===== src/rtl/dmem_port_arbiter.sv =====
// Core/DMA arbiter for the byte-enabled data memory: fixed core priority with a DMA starvation guard.
// Define DMEM_ARB_MISALIGN_TRAP_EN to trap misaligned half/word accesses instead of forcing alignment.
module dmem_port_arbiter #(
  parameter int unsigned AW      = 32,
  parameter int unsigned MAXWAIT = 4
) (
  input  logic          clk,
  input  logic          reset,
  input  logic          c_req,
  input  logic          c_we,
  input  logic [1:0]    c_size,
  input  logic [AW-1:0] c_addr,
  input  logic [31:0]   c_wdata,
  output logic          c_gnt,
  output logic          c_rvalid,
  output logic [31:0]   c_rdata,
  output logic          c_err,
  input  logic          d_req,
  input  logic          d_we,
  input  logic [1:0]    d_size,
  input  logic [AW-1:0] d_addr,
  input  logic [31:0]   d_wdata,
  output logic          d_gnt,
  output logic          d_rvalid,
  output logic [31:0]   d_rdata,
  output logic          d_err,
  output logic          m_en,
  output logic [3:0]    m_we,
  output logic [AW-3:0] m_addr,
  output logic [31:0]   m_wdata,
  input  logic [31:0]   m_rdata
);

  localparam int unsigned CW = 4;
  localparam logic [CW-1:0] MAXW = CW'(MAXWAIT);

  logic [CW-1:0] wait_cnt_q, wait_cnt_d;
  logic          rv_c_q, rv_c_d, rv_d_q, rv_d_d;
  logic [1:0]    size_q, size_d;
  logic [1:0]    off_q, off_d;
  logic          err_c_q, err_c_d, err_d_q, err_d_d;

  logic          g_any, g_we, mis, rd;
  logic [1:0]    g_size;
  logic [AW-1:0] g_addr;
  logic [31:0]   g_wdata;
  logic [3:0]    be;
  logic [31:0]   lane;

  // Core wins conflicts until the DMA port has been blocked MAXWAIT times in a row
  always_comb begin
    d_gnt = d_req & (~c_req | (wait_cnt_q == MAXW));
    c_gnt = c_req & ~d_gnt;
    g_any = c_gnt | d_gnt;
  end

  always_comb begin
    g_we    = d_gnt ? d_we    : c_we;
    g_size  = d_gnt ? d_size  : c_size;
    g_addr  = d_gnt ? d_addr  : c_addr;
    g_wdata = d_gnt ? d_wdata : c_wdata;
  end

  always_comb begin
    mis = 1'b0;
`ifdef DMEM_ARB_MISALIGN_TRAP_EN
    if (g_size == 2'b01) mis = g_any & g_addr[0];
    else if (g_size != 2'b00) mis = g_any & (|g_addr[1:0]);
`endif
  end

  // Lane enables and replicated store data; sub-size address bits are ignored for half/word
  always_comb begin
    m_en    = 1'b0;
    m_we    = 4'b0000;
    m_addr  = '0;
    m_wdata = '0;
    be      = 4'b0000;
    if (g_any) begin
      m_en   = ~mis;
      m_addr = g_addr[AW-1:2];
      case (g_size)
        2'b00: begin
          m_wdata = {4{g_wdata[7:0]}};
          be      = 4'b0001 << g_addr[1:0];
        end
        2'b01: begin
          m_wdata = {2{g_wdata[15:0]}};
          be      = g_addr[1] ? 4'b1100 : 4'b0011;
        end
        default: begin
          m_wdata = g_wdata;
          be      = 4'b1111;
        end
      endcase
      m_we = (g_we & ~mis) ? be : 4'b0000;
    end
  end

  always_comb begin
    rd      = g_any & ~g_we & ~mis;
    rv_c_d  = rd & c_gnt;
    rv_d_d  = rd & d_gnt;
    size_d  = rd ? g_size : size_q;
    off_d   = rd ? g_addr[1:0] : off_q;
    err_c_d = c_gnt & mis;
    err_d_d = d_gnt & mis;
    wait_cnt_d = wait_cnt_q;
    if (d_gnt) wait_cnt_d = '0;
    else if (d_req && (wait_cnt_q != MAXW)) wait_cnt_d = wait_cnt_q + CW'(1);
  end

  always_ff @(posedge clk or negedge reset) begin
    if (!reset) begin
      wait_cnt_q <= '0;
      rv_c_q     <= 1'b0;
      rv_d_q     <= 1'b0;
      size_q     <= 2'b00;
      off_q      <= 2'b00;
      err_c_q    <= 1'b0;
      err_d_q    <= 1'b0;
    end else begin
      wait_cnt_q <= wait_cnt_d;
      rv_c_q     <= rv_c_d;
      rv_d_q     <= rv_d_d;
      size_q     <= size_d;
      off_q      <= off_d;
      err_c_q    <= err_c_d;
      err_d_q    <= err_d_d;
    end
  end

  // Right-justify the returning lane; the owner alone sees data
  always_comb begin
    case (size_q)
      2'b00:   lane = {24'h0, m_rdata[{off_q, 3'b000} +: 8]};
      2'b01:   lane = {16'h0, (off_q[1] ? m_rdata[31:16] : m_rdata[15:0])};
      default: lane = m_rdata;
    endcase
    c_rdata = rv_c_q ? lane : 32'h0;
    d_rdata = rv_d_q ? lane : 32'h0;
  end

  assign c_rvalid = rv_c_q;
  assign d_rvalid = rv_d_q;
  assign c_err    = err_c_q;
  assign d_err    = err_d_q;

endmodule


===== config.mk =====
export PLATFORM = sky130hd
export DESIGN_NAME = dmem_port_arbiter
export DESIGN_NICKNAME = d
export VERILOG_FILES = /design/src/rtl/dmem_port_arbiter.sv
export SDC_FILE = /design/constraint.sdc
export NUM_CORES = 1
export LEC_CHECK = 0
export ABC_AREA = 1
export CORE_AREA = 5 5 115 117
export CTS_BUF_LIST = sky130_fd_sc_hd__clkbuf_8
export DETAILED_ROUTE_END_ITERATION = 10
export DIE_AREA = 0 0 120 122
export GPL_TIMING_DRIVEN = 0
export PLACE_DENSITY = 0.69
export SYNTH_ARGS = -nofsm -noshare
export SYNTH_HDL_FRONTEND = slang
export SYNTH_SLANG_ARGS = --single-unit

===== constraint.sdc =====
create_clock -name clk -period 5.15 [get_ports clk]
set_input_delay 0.7725 -clock clk [delete_from_list [all_inputs] [get_ports clk]]
set_output_delay 0.7725 -clock clk [all_outputs]
set_load 0.01 [all_outputs]

==> reports/metrics.csv, run 1 <==
stage,metric,value,unit
clock_tree,hold_buffers,0,
setup_path,worstPathArrival,2.88,ns
setup_path,crit_path_top_delay_cell,clkdlybuf4s50_1,
route,drtPass1Iterations,4,
synthesis,yosys.area.top_type_share,18.23,%
sta,rsz0062_at_grt,no,
power,p_per_area,167.3,nW/µm²
placed_design,io_buffers,303,
hold_path,holdPathStages,2,
power,p_int,0.5645,mW
floorplanning,dieArea,14640,µm²
synthesis,synth.avg_cell_area,5.111,µm²
synthesis,synth.distinct_cells,33,
finish,final_common_cell,clkdlybuf4s50_1,
sta,slew_violations,0,
grt,gr-total-overflow,0,
route,drt_iter0_markers,257,
power,pwr-share-comb,79.7,%
synthesis,yosys_warnings,0,
route,vias_per_cell,4.590,
power,netSwitchingFraction,44.33,%
floorplanning,core_area,12260,µm²
placed_design,dp_hpwl,14.12,mm
floorplanning,die_w,120,µm
clock_tree,numCtsBuffers,3,
route,wire_per_inst,15.90,µm
floorplanning,die_h,122,µm
finish,nNetsFinal,1025,
finish,num_antenna_cells,0,
clock_tree,cts_resized,0,
power,total_power,1.014,mW
placed_design,place.gp.congestion,0.8751,
route,num_vias,4599,
setup_path,path_cells,clkdlybuf4s50_1 > nand2_2 > nand2_2 > clkbuf_1 > nand2_1 > nand2_1 > nand3_1 > nand2_1 > nor2_1 > clkdlybuf4s50_1,
setup_path,startpoint_type,primary input,
clock_tree,path_clk_slew,0.05,ns
clock_tree,cts_setup_buffers,0,
synthesis,synth_top_family_by_area,simple AND/OR/NAND/NOR gates,
synthesis,synthMuxAreaShare,1.080,%
setup_path,crit_top_cell,nand2_1,
clock_tree,cts_root_buf,clkbuf_8,
setup_path,r2r_setup_slack,3.38,ns
sta,fin_hold_ws,0.5386,ns
sta,finClkSkew,0.003041,ns
setup_path,crit_fanout,10,
hold_path,worstHoldStart,wait_cnt_q[3]$_DFFE_PN0P_,
finish,layout-drive-gt1-share,5.164,%
clock_tree,cts_tree,done,
setup_path,endpoint_kind,primary output,
flow_run,maxCapViolations,0,
sta,period_minus_slack,3.656,ns
hold_path,hp-class,reg2reg,
power,p_leak,2.777,nW
sta,finalHoldViolations,0,
synthesis,ys_seq_area_share,9.001,%
hold_path,min_to,wait_cnt_q[3]$_DFFE_PN0P_,
outcome,status,"complete, no violations",
clock_tree,cts_sinks,10,
setup_path,max_stage_delay,0.54,ns
synthesis,yosys.area_share.simple,48.96,%
grt,grt_max_degree,11,
route,drc,0,
finish,seqCellArea,250.2,µm²
setup_path,r2r-end,off_q[1]$_DFFE_PN0N_,
floorplanning,ios,307,
finish,nFillCells,1319,
clock_tree,htree_levels,1,
grt,grt_pass1_vias,4440,
sta,fin_tns_setup,0,ns
route,wl,15.93,mm
synthesis,synth_compound_area_share,20.93,%
grt,grtUsageTotal,19.96,%
placed_design,dp.cells,998,
power,switchingPower,0.4496,mW
power,power.share.sequential,10.5,%
finish,layout.cells.non_filler,1002,
synthesis,syn_area,2780,µm²
synthesis,netlist_instances,544,
synthesis,synthAdderAreaFrac,0.9001,%
floorplanning,rows,41,
sta,slew_headroom,58.28,%
finish,final_cell_mix,"303 x clkdlybuf4s50_1, 135 x nand2_1, 93 x nor2_1, 73 x inv_1, 35 x nand3_1",
sta,worst_slew_pin_slew,0.6258,ns
synthesis,synthXorXnorAreaFrac,0.6301,%
finish,post-route-util,49.42,%
synthesis,ys_ff_latch,10,
grt,grt_pass1_wl,23.32,mm
finish,multi_input_area,2023,µm²
finish,area_growth_syn_to_layout,118.0,%
synthesis,synth_top_cell_by_area,nand2_1,
clock_tree,clock_latency,0.24,ns
route,postRouteAntennaNets,0,
power,clkPwrFrac,9.7,%
floorplanning,start_util,22.68,%
sta,fin_crit_sh,70.98,%
synthesis,synth_area_leaders,"nand2_1 18%, nor2_1 13%, inv_1 9.9%, dfrtp_1 9.0%, a22o_1 7.6%",
grt,antenna_found_initial,0,
setup_path,critPathRequiredTime,4.38,ns
power,vdd_drop_max,0.08557,mV
clock_tree,clockBufferDepth,2,
sta,finalSetupViolations,0,
setup_path,r2r_start,wait_cnt_q[0]$_DFFE_PN0P_,
sta,fmax,273.6,MHz
setup_path,critical_path_class,in2out,
setup_path,reg2reg_depth,10,
## metrics by stage
step | setup slack (ns) | area [µm²]
finish | 1.494 | 6060
floorplan | 2.624 | 2784
CTS | 1.478 | 6060
detailed placement | 1.480 | 6005
global placement | 1.468 | 6005
global route | 1.304 | 6060
## power by group through the flow
stage	logic [mW]	clock network [mW]	registers [mW]
2_1_floorplan	0.390	0	0.105
3_3_place_gp	0.808	0	0.108
3_5_place_dp	0.813	0	0.108
4_1_cts	0.815	0.103	0.107
5_1_grt	0.881	0.109	0.109
6_report	0.809	0.0985	0.107
## final cells by class
type                    instances  area share [%]
repair buffers                303           50.05
well taps                     150           3.097
flip-flops and latches         10           4.130
inverters                      76           4.749
clock buffers                   4          0.9085
plain buffers                  40           3.675
multi-input cells             419           33.39
## synth_stat cells
library cell,number
nand3b_1,8
o221ai_1,5
conb_1,1
buf_8,1
a32oi_1,4
o211ai_1,1
buf_4,4
xor2_1,1
inv_4,1
inv_2,1
ha_1,2
clkinv_1,1
xnor2_1,1
nor2_2,1
o21ai_0,34
nand3_2,1
nor2_1,93
a22o_1,24
nand3_1,35
nand2_1,135
nor3_1,32
mux2i_1,3
inv_1,73
nand2_2,14
o21ai_1,5
buf_2,13
buf_6,4
a22oi_1,2
dfrtp_1,10
nand4_1,1
a21oi_1,15
clkbuf_1,17
buf_1,1
## how the worst max path moves through the flow
stage	end	from	depth (start not counted)	slack, ns
3_3_place_gp	m_wdata[24]	c_req	10	1.47
2_1_floorplan	m_wdata[14]	d_req	9	2.62
4_1_cts	m_wdata[11]	c_req	10	1.48
6_report	m_wdata[11]	c_req	10	1.49
3_5_place_dp	m_wdata[11]	c_req	10	1.48
5_1_grt	m_wdata[11]	c_req	10	1.30
## kinds of logic (layout without fill, tap and decap cells)
kind of cell | Yosys count | count (layout)
adders and majority gates | 2 | 2
and+or+nand+nor | 320 | 320
other | 1 | 2
xor gates and xnor gates | 2 | 2
muxes | 3 | 3
buffers and inverters | 116 | 423
DFF | 10 | 10
AOI/OAI and AO/OA | 90 | 90
## worst max-delay path: cells and delay by family
kind / cells / cell delay [ns]
buffers and inverters: 3 / 1.46
and+or+nand+nor: 7 / 0.65
## registers in the layout (all words and copies together) (netlist names)
register	flops
off_q	2
c_rvalid	1
d_rvalid	1
wait_cnt_q	4
size_q	2
## per-layer routing
metal  global-route usage, %  up-vias  part of all wire [%]
met1                   20.80     1963                    35
met4                   6.442        0                   2.8
met5                       0        -                     0
li1                        -     2357                     -
met3                   5.571       35                    10
met2                   38.43      244                    51
Note: power is estimated with default switching activity, not from simulation.
==> inputs of run 2 (changes only) <==
- CORE_AREA: 5 5 115 117 -> 5 5 117 119
- DIE_AREA: 0 0 120 122 -> 0 0 122 124
- PLACE_DENSITY: 0.69 -> 0.67
- clock period: 5.15 -> 3.64 ns (I/O delays scaled with it)
==> reports/metrics.csv, run 2 (synthesis gave the netlist of run 1 again) <==
stage,metric,value,unit
route,drtPass1Iterations,5,
power,switchingPower,0.6456,mW
setup_path,r2r_setup_slack,1.77,ns
setup_path,r2r_start,wait_cnt_q[0]$_DFFE_PN0P_,
sta,finalHoldViolations,0,
route,drt_iter0_markers,226,
clock_tree,cts_tree,done,
hold_path,worstHoldStart,wait_cnt_q[3]$_DFFE_PN0P_,
clock_tree,htree_levels,1,
sta,period_minus_slack,3.235,ns
power,power.share.sequential,10.5,%
finish,reg.largest.list,"wait_cnt_q (4), off_q (2), size_q (2)",
floorplanning,core_area,12470,µm²
placed_design,dp_hpwl,14.66,mm
floorplanning,ios,307,
finish,post-route-util,48.83,%
clock_tree,cts_setup_buffers,0,
setup_path,critPathRequiredTime,3.09,ns
clock_tree,clock_latency,0.24,ns
route,postRouteAntennaNets,0,
route,wire_per_inst,16.12,µm
finish,final_cell_mix,"303 x clkdlybuf4s50_1, 135 x nand2_1, 93 x nor2_1, 73 x inv_1, 35 x nand3_1",
setup_path,crit_fanout,10,
finish,layout-drive-gt1-share,5.164,%
hold_path,holdPathStages,2,
sta,fin_tns_setup,0,ns
finish,nFillCells,1354,
finish,final_common_cell,clkdlybuf4s50_1,
sta,worst_slew_pin_slew,0.5519,ns
power,total_power,1.444,mW
floorplanning,rows,41,
sta,fin_hold_ws,0.5424,ns
setup_path,worstPathArrival,2.69,ns
setup_path,endpoint_kind,primary output,
setup_path,critical_path_class,in2out,
floorplanning,die_h,124,µm
hold_path,min_to,wait_cnt_q[3]$_DFFE_PN0P_,
clock_tree,cts_root_buf,clkbuf_8,
clock_tree,hold_buffers,0,
clock_tree,cts_sinks,10,
placed_design,placed_area,6032,µm²
placed_design,place.gp.congestion,0.8966,
finish,final_area,6087,µm²
grt,grt_pass1_vias,4390,
sta,fin_crit_sh,88.88,%
power,p_leak,2.777,nW
power,netSwitchingFraction,44.72,%
floorplanning,die_w,122,µm
clock_tree,cts_resized,0,
power,p_int,0.7981,mW
finish,largest_register,wait_cnt_q,
setup_path,r2r-end,off_q[0]$_DFFE_PN0N_,
grt,gr-total-overflow,0,
floorplanning,start_util,22.30,%
flow_run,maxCapViolations,0,
power,p_per_area,237.2,nW/µm²
finish,area_growth_syn_to_layout,118.9,%
setup_path,reg2reg_depth,9,
finish,largest_register_ffs,4,
route,num_vias,4561,
route,wl,16.51,mm
grt,grtUsageTotal,20.15,%
route,vias_per_cell,4.454,
sta,finClkSkew,0.006891,ns
sta,fmax,309.1,MHz
finish,nNetsFinal,1025,
finish,num_antenna_cells,0,
placed_design,dp_slack,0.3743,ns
clock_tree,numCtsBuffers,3,
power,clkPwrFrac,9.8,%
grt,grt_pass1_wl,23.85,mm
hold_path,hp-class,reg2reg,
route,drc,0,
sta,rsz0062_at_grt,no,
clock_tree,path_clk_slew,0.05,ns
sta,slew_violations,0,
setup_path,startpoint_type,primary input,
clock_tree,clockBufferDepth,2,
power,pwr-share-comb,79.8,%
sta,finalSetupViolations,0,
finish,layout.cells.non_filler,1024,
grt,antenna_found_initial,0,
floorplanning,dieArea,15130,µm²
sta,fin_ws,0.4049,ns
outcome,status,"complete, no violations",
sta,slew_headroom,63.20,%
placed_design,io_buffers,303,
power,vdd_drop_max,0.1064,mV
placed_design,dp.cells,1020,
grt,grt_max_degree,11,
-- run 2: worst max-delay path by stage --
| stage | startpoint | slack [ns] | cells past startpoint | end |
|---|---|---|---|---|
| final | c_req | 0.40 | 10 | m_wdata[28] |
| after CTS | c_req | 0.37 | 8 | m_we[1] |
| after global placement | c_req | 0.38 | 10 | m_wdata[14] |
| after global routing | c_req | 0.17 | 10 | m_wdata[12] |
| after floorplan | wait_cnt_q[0]$_DFFE_PN0P_ | 1.52 | 13 | m_wdata[24] |
| after detailed placement | c_req | 0.37 | 8 | m_we[1] |
-- run 2: worst max-delay path, cell delays in order --
cell,delay [ns]
clkdlybuf4s50_1,0.54
nand2_2,0.09
nand2_2,0.12
clkbuf_1,0.45
nand2_1,0.12
nand2_1,0.12
nand3_1,0.07
nand2_1,0.10
nor2_1,0.05
clkdlybuf4s50_1,0.48
-- run 2: area by class of cell --
class	count	area, µm²	area share (%)
timing repair buffer	303	3033	49.83
tap	172	215.2	3.535
buffer	40	222.7	3.659
clock buffer	4	55.05	0.9044
multi-input combinational	419	2023	33.24
inverter	76	287.8	4.728
sequential	10	250.2	4.111
-- run 2: metal layers --
metal	GRT usage [%]	wire, µm	vias up
li1	-	-	2358
met5	0	0	-
met2	39.30	8667	218
met3	4.814	1578	15
met1	22.11	6024	1970
met4	3.992	238	0
-- run 2: power groups by stage --
stage | clock network [mW] | logic, mW | registers, mW
4_1_cts | 0.148 | 1.16 | 0.151
6_report | 0.141 | 1.15 | 0.151
3_3_place_gp | 0 | 1.16 | 0.152
2_1_floorplan | 0 | 0.551 | 0.149
5_1_grt | 0.155 | 1.26 | 0.154
3_5_place_dp | 0 | 1.16 | 0.153
==> inputs of run 3 (changes only) <==
--- a/config.mk
+++ b/config.mk
@@ -12,4 +12,5 @@
 export DIE_AREA = 0 0 122 124
 export GPL_TIMING_DRIVEN = 0
+export HOLD_SLACK_MARGIN = 0.03
 export PLACE_DENSITY = 0.67
 export SYNTH_ARGS = -nofsm -noshare
==> constraint.sdc (replaced) <==
create_clock -name clk -period 3.64 [get_ports clk]
set_input_delay 1.092 -clock clk [delete_from_list [all_inputs] [get_ports clk]]
set_output_delay 1.092 -clock clk [all_outputs]
set_load 0.01 [all_outputs]
==> reports/metrics.csv, run 3 (synthesis gave the netlist of run 1 again) <==
stage,metric,value,unit
sta,worst_slew_pin_slew,0.5508,ns
grt,grt_pass1_vias,4469,
clock_tree,cts_sinks,10,
setup_path,r2r_start,wait_cnt_q[0]$_DFFE_PN0P_,
route,num_vias,4646,
setup_path,reg2reg_depth,10,
route,drtPass1Iterations,4,
clock_tree,cts_root_buf,clkbuf_8,
setup_path,r2r-end,size_q[1]$_DFFE_PN0N_,
grt,grtUsageMet1,22.28,%
clock_tree,hold_buffers,0,
setup_path,r2r_setup_slack,1.85,ns
floorplanning,rows,41,
sta,finalHoldViolations,0,
grt,grt_busiest_layer,met2,
grt,use_met3,4.814,%
grt,grt_pass1_wl,24.12,mm
placed_design,dp_slack,-0.7177,ns
grt,use_met2,39.64,%
route,wl,16.80,mm
finish,largest_register,wait_cnt_q,
clock_tree,htree_levels,1,
grt,gr-total-overflow,0,
route,wire_per_inst,16.26,µm
finish,final_common_cell,clkdlybuf4s50_1,
setup_path,critPathRequiredTime,2.55,ns
sta,finClkSkew,0.007500,ns
hold_path,holdPathStages,2,
clock_tree,clock_latency,0.24,ns
setup_path,crit_fanout,2,
floorplanning,core_area,12470,µm²
sta,finalSetupViolations,0,
outcome,status,"complete, no violations",
grt,antenna_found_initial,0,
finish,largest_register_ffs,4,
sta,fin_ws,0.0006686,ns
sta,fmax,274.8,MHz
floorplanning,ios,307,
route,vias_per_cell,4.498,
sta,slew_violations,0,
setup_path,endpoint_kind,primary output,
finish,area_growth_syn_to_layout,119.7,%
sta,period_minus_slack,3.639,ns
clock_tree,cts_tree,done,
hold_path,min_to,wait_cnt_q[3]$_DFFE_PN0P_,
clock_tree,clockBufferDepth,2,
floorplanning,die_h,124,µm
hold_path,worstHoldStart,wait_cnt_q[3]$_DFFE_PN0P_,
power,total_power,1.408,mW
clock_tree,path_clk_slew,0.05,ns
clock_tree,numCtsBuffers,3,
flow_run,maxCapViolations,0,
route,drc,0,
floorplanning,die_w,122,µm
power,vdd_drop_max,0.1052,mV
setup_path,startpoint_type,primary input,
finish,layout-drive-gt1-share,11.96,%
floorplanning,dieArea,15130,µm²
sta,rsz0062_at_grt,yes,
power,p_leak,3.202,nW
floorplanning,start_util,22.30,%
sta,fin_crit_sh,99.98,%
power,p_per_area,230.6,nW/µm²
finish,final_area,6107,µm²
finish,reg.largest.list,"wait_cnt_q (4), off_q (2), size_q (2)",
sta,slew_headroom,63.28,%
route,postRouteAntennaNets,0,
placed_design,dp_hpwl,14.66,mm
finish,final_cell_mix,"209 x clkdlybuf4s50_1, 131 x nand2_1, 92 x nor2_1, 71 x inv_1, 52 x dlygate4sd2_1",
route,drt_iter0_markers,209,
grt,grt_max_degree,11,
placed_design,place.gp.congestion,0.8966,
placed_design,io_buffers,303,
finish,num_antenna_cells,0,
placed_design,placed_area,6032,µm²
grt,grtUsageTotal,20.34,%
sta,fin_hold_ws,0.5458,ns
setup_path,critical_path_class,in2out,
hold_path,hp-class,reg2reg,
finish,nNetsFinal,1034,
setup_path,worstPathArrival,2.55,ns
finish,nFillCells,1393,
[run 3: what timing repair did]
action | 4_1_cts | 5_1_grt
pin swaps | 1 | 3
setup endpoints to repair | 89 | 52
gates resized for setup | 154 | 64
buffers inserted | 3 | 5
cloned | 0 | 1
[run 3: per-layer routing]
metal,vias up,routed length (µm),part of all wire (%)
met3,15,1623,9.7
met4,0,237,1.4
li1,2375,-,-
met5,-,0,0
met2,226,8880,53
met1,2030,6057,36
[run 3: how the worst max path moves through the flow]
stage | from | to | cells after the start
3_3_place_gp | c_req | m_wdata[14] | 10
4_1_cts | c_req | m_addr[10] | 8
5_1_grt | m_rdata[10] | c_rdata[10] | 6
3_5_place_dp | c_req | m_we[1] | 8
6_report | m_rdata[10] | c_rdata[10] | 6
2_1_floorplan | d_req | m_wdata[14] | 9
[run 3: layout make-up]
cell class,instances,area (µm²),area share [%]
repair buffers,311,2923,47.86
multi-input cells,420,2087,34.17
inverters,76,290.3,4.753
plain buffers,40,286.5,4.692
flip-flops and latches,10,250.2,4.098
well taps,172,215.2,3.524
clock buffers,4,55.05,0.9015
[run 3: power breakdown]
group          switching (mW)  leakage (nW)  internal [mW]
clock                  0.0457        0.0288         0.0953
combinational           0.599          3.04          0.517
sequential             0.0183         0.128          0.133
[run 3: stage by stage]
step | util (%) | setup TNS (ns) | std cells
3_3_place_gp | 48.39 | -39.49 | 1020
2_1_floorplan | - | 0 | 545
3_5_place_dp | 48.39 | -39.78 | 1020
6_report | 48.99 | 0 | 1033
4_1_cts | 49.05 | -0.1179 | 1027
5_1_grt | 48.99 | -0.06347 | 1033
[run 3: worst max-delay path, cell delays in order]
cell and delay, ns:
clkdlybuf4s50_1 0.44, mux2i_2 0.21, nor2_1 0.06, a21oi_1 0.19, nor2_1 0.06, clkdlybuf4s50_1 0.50
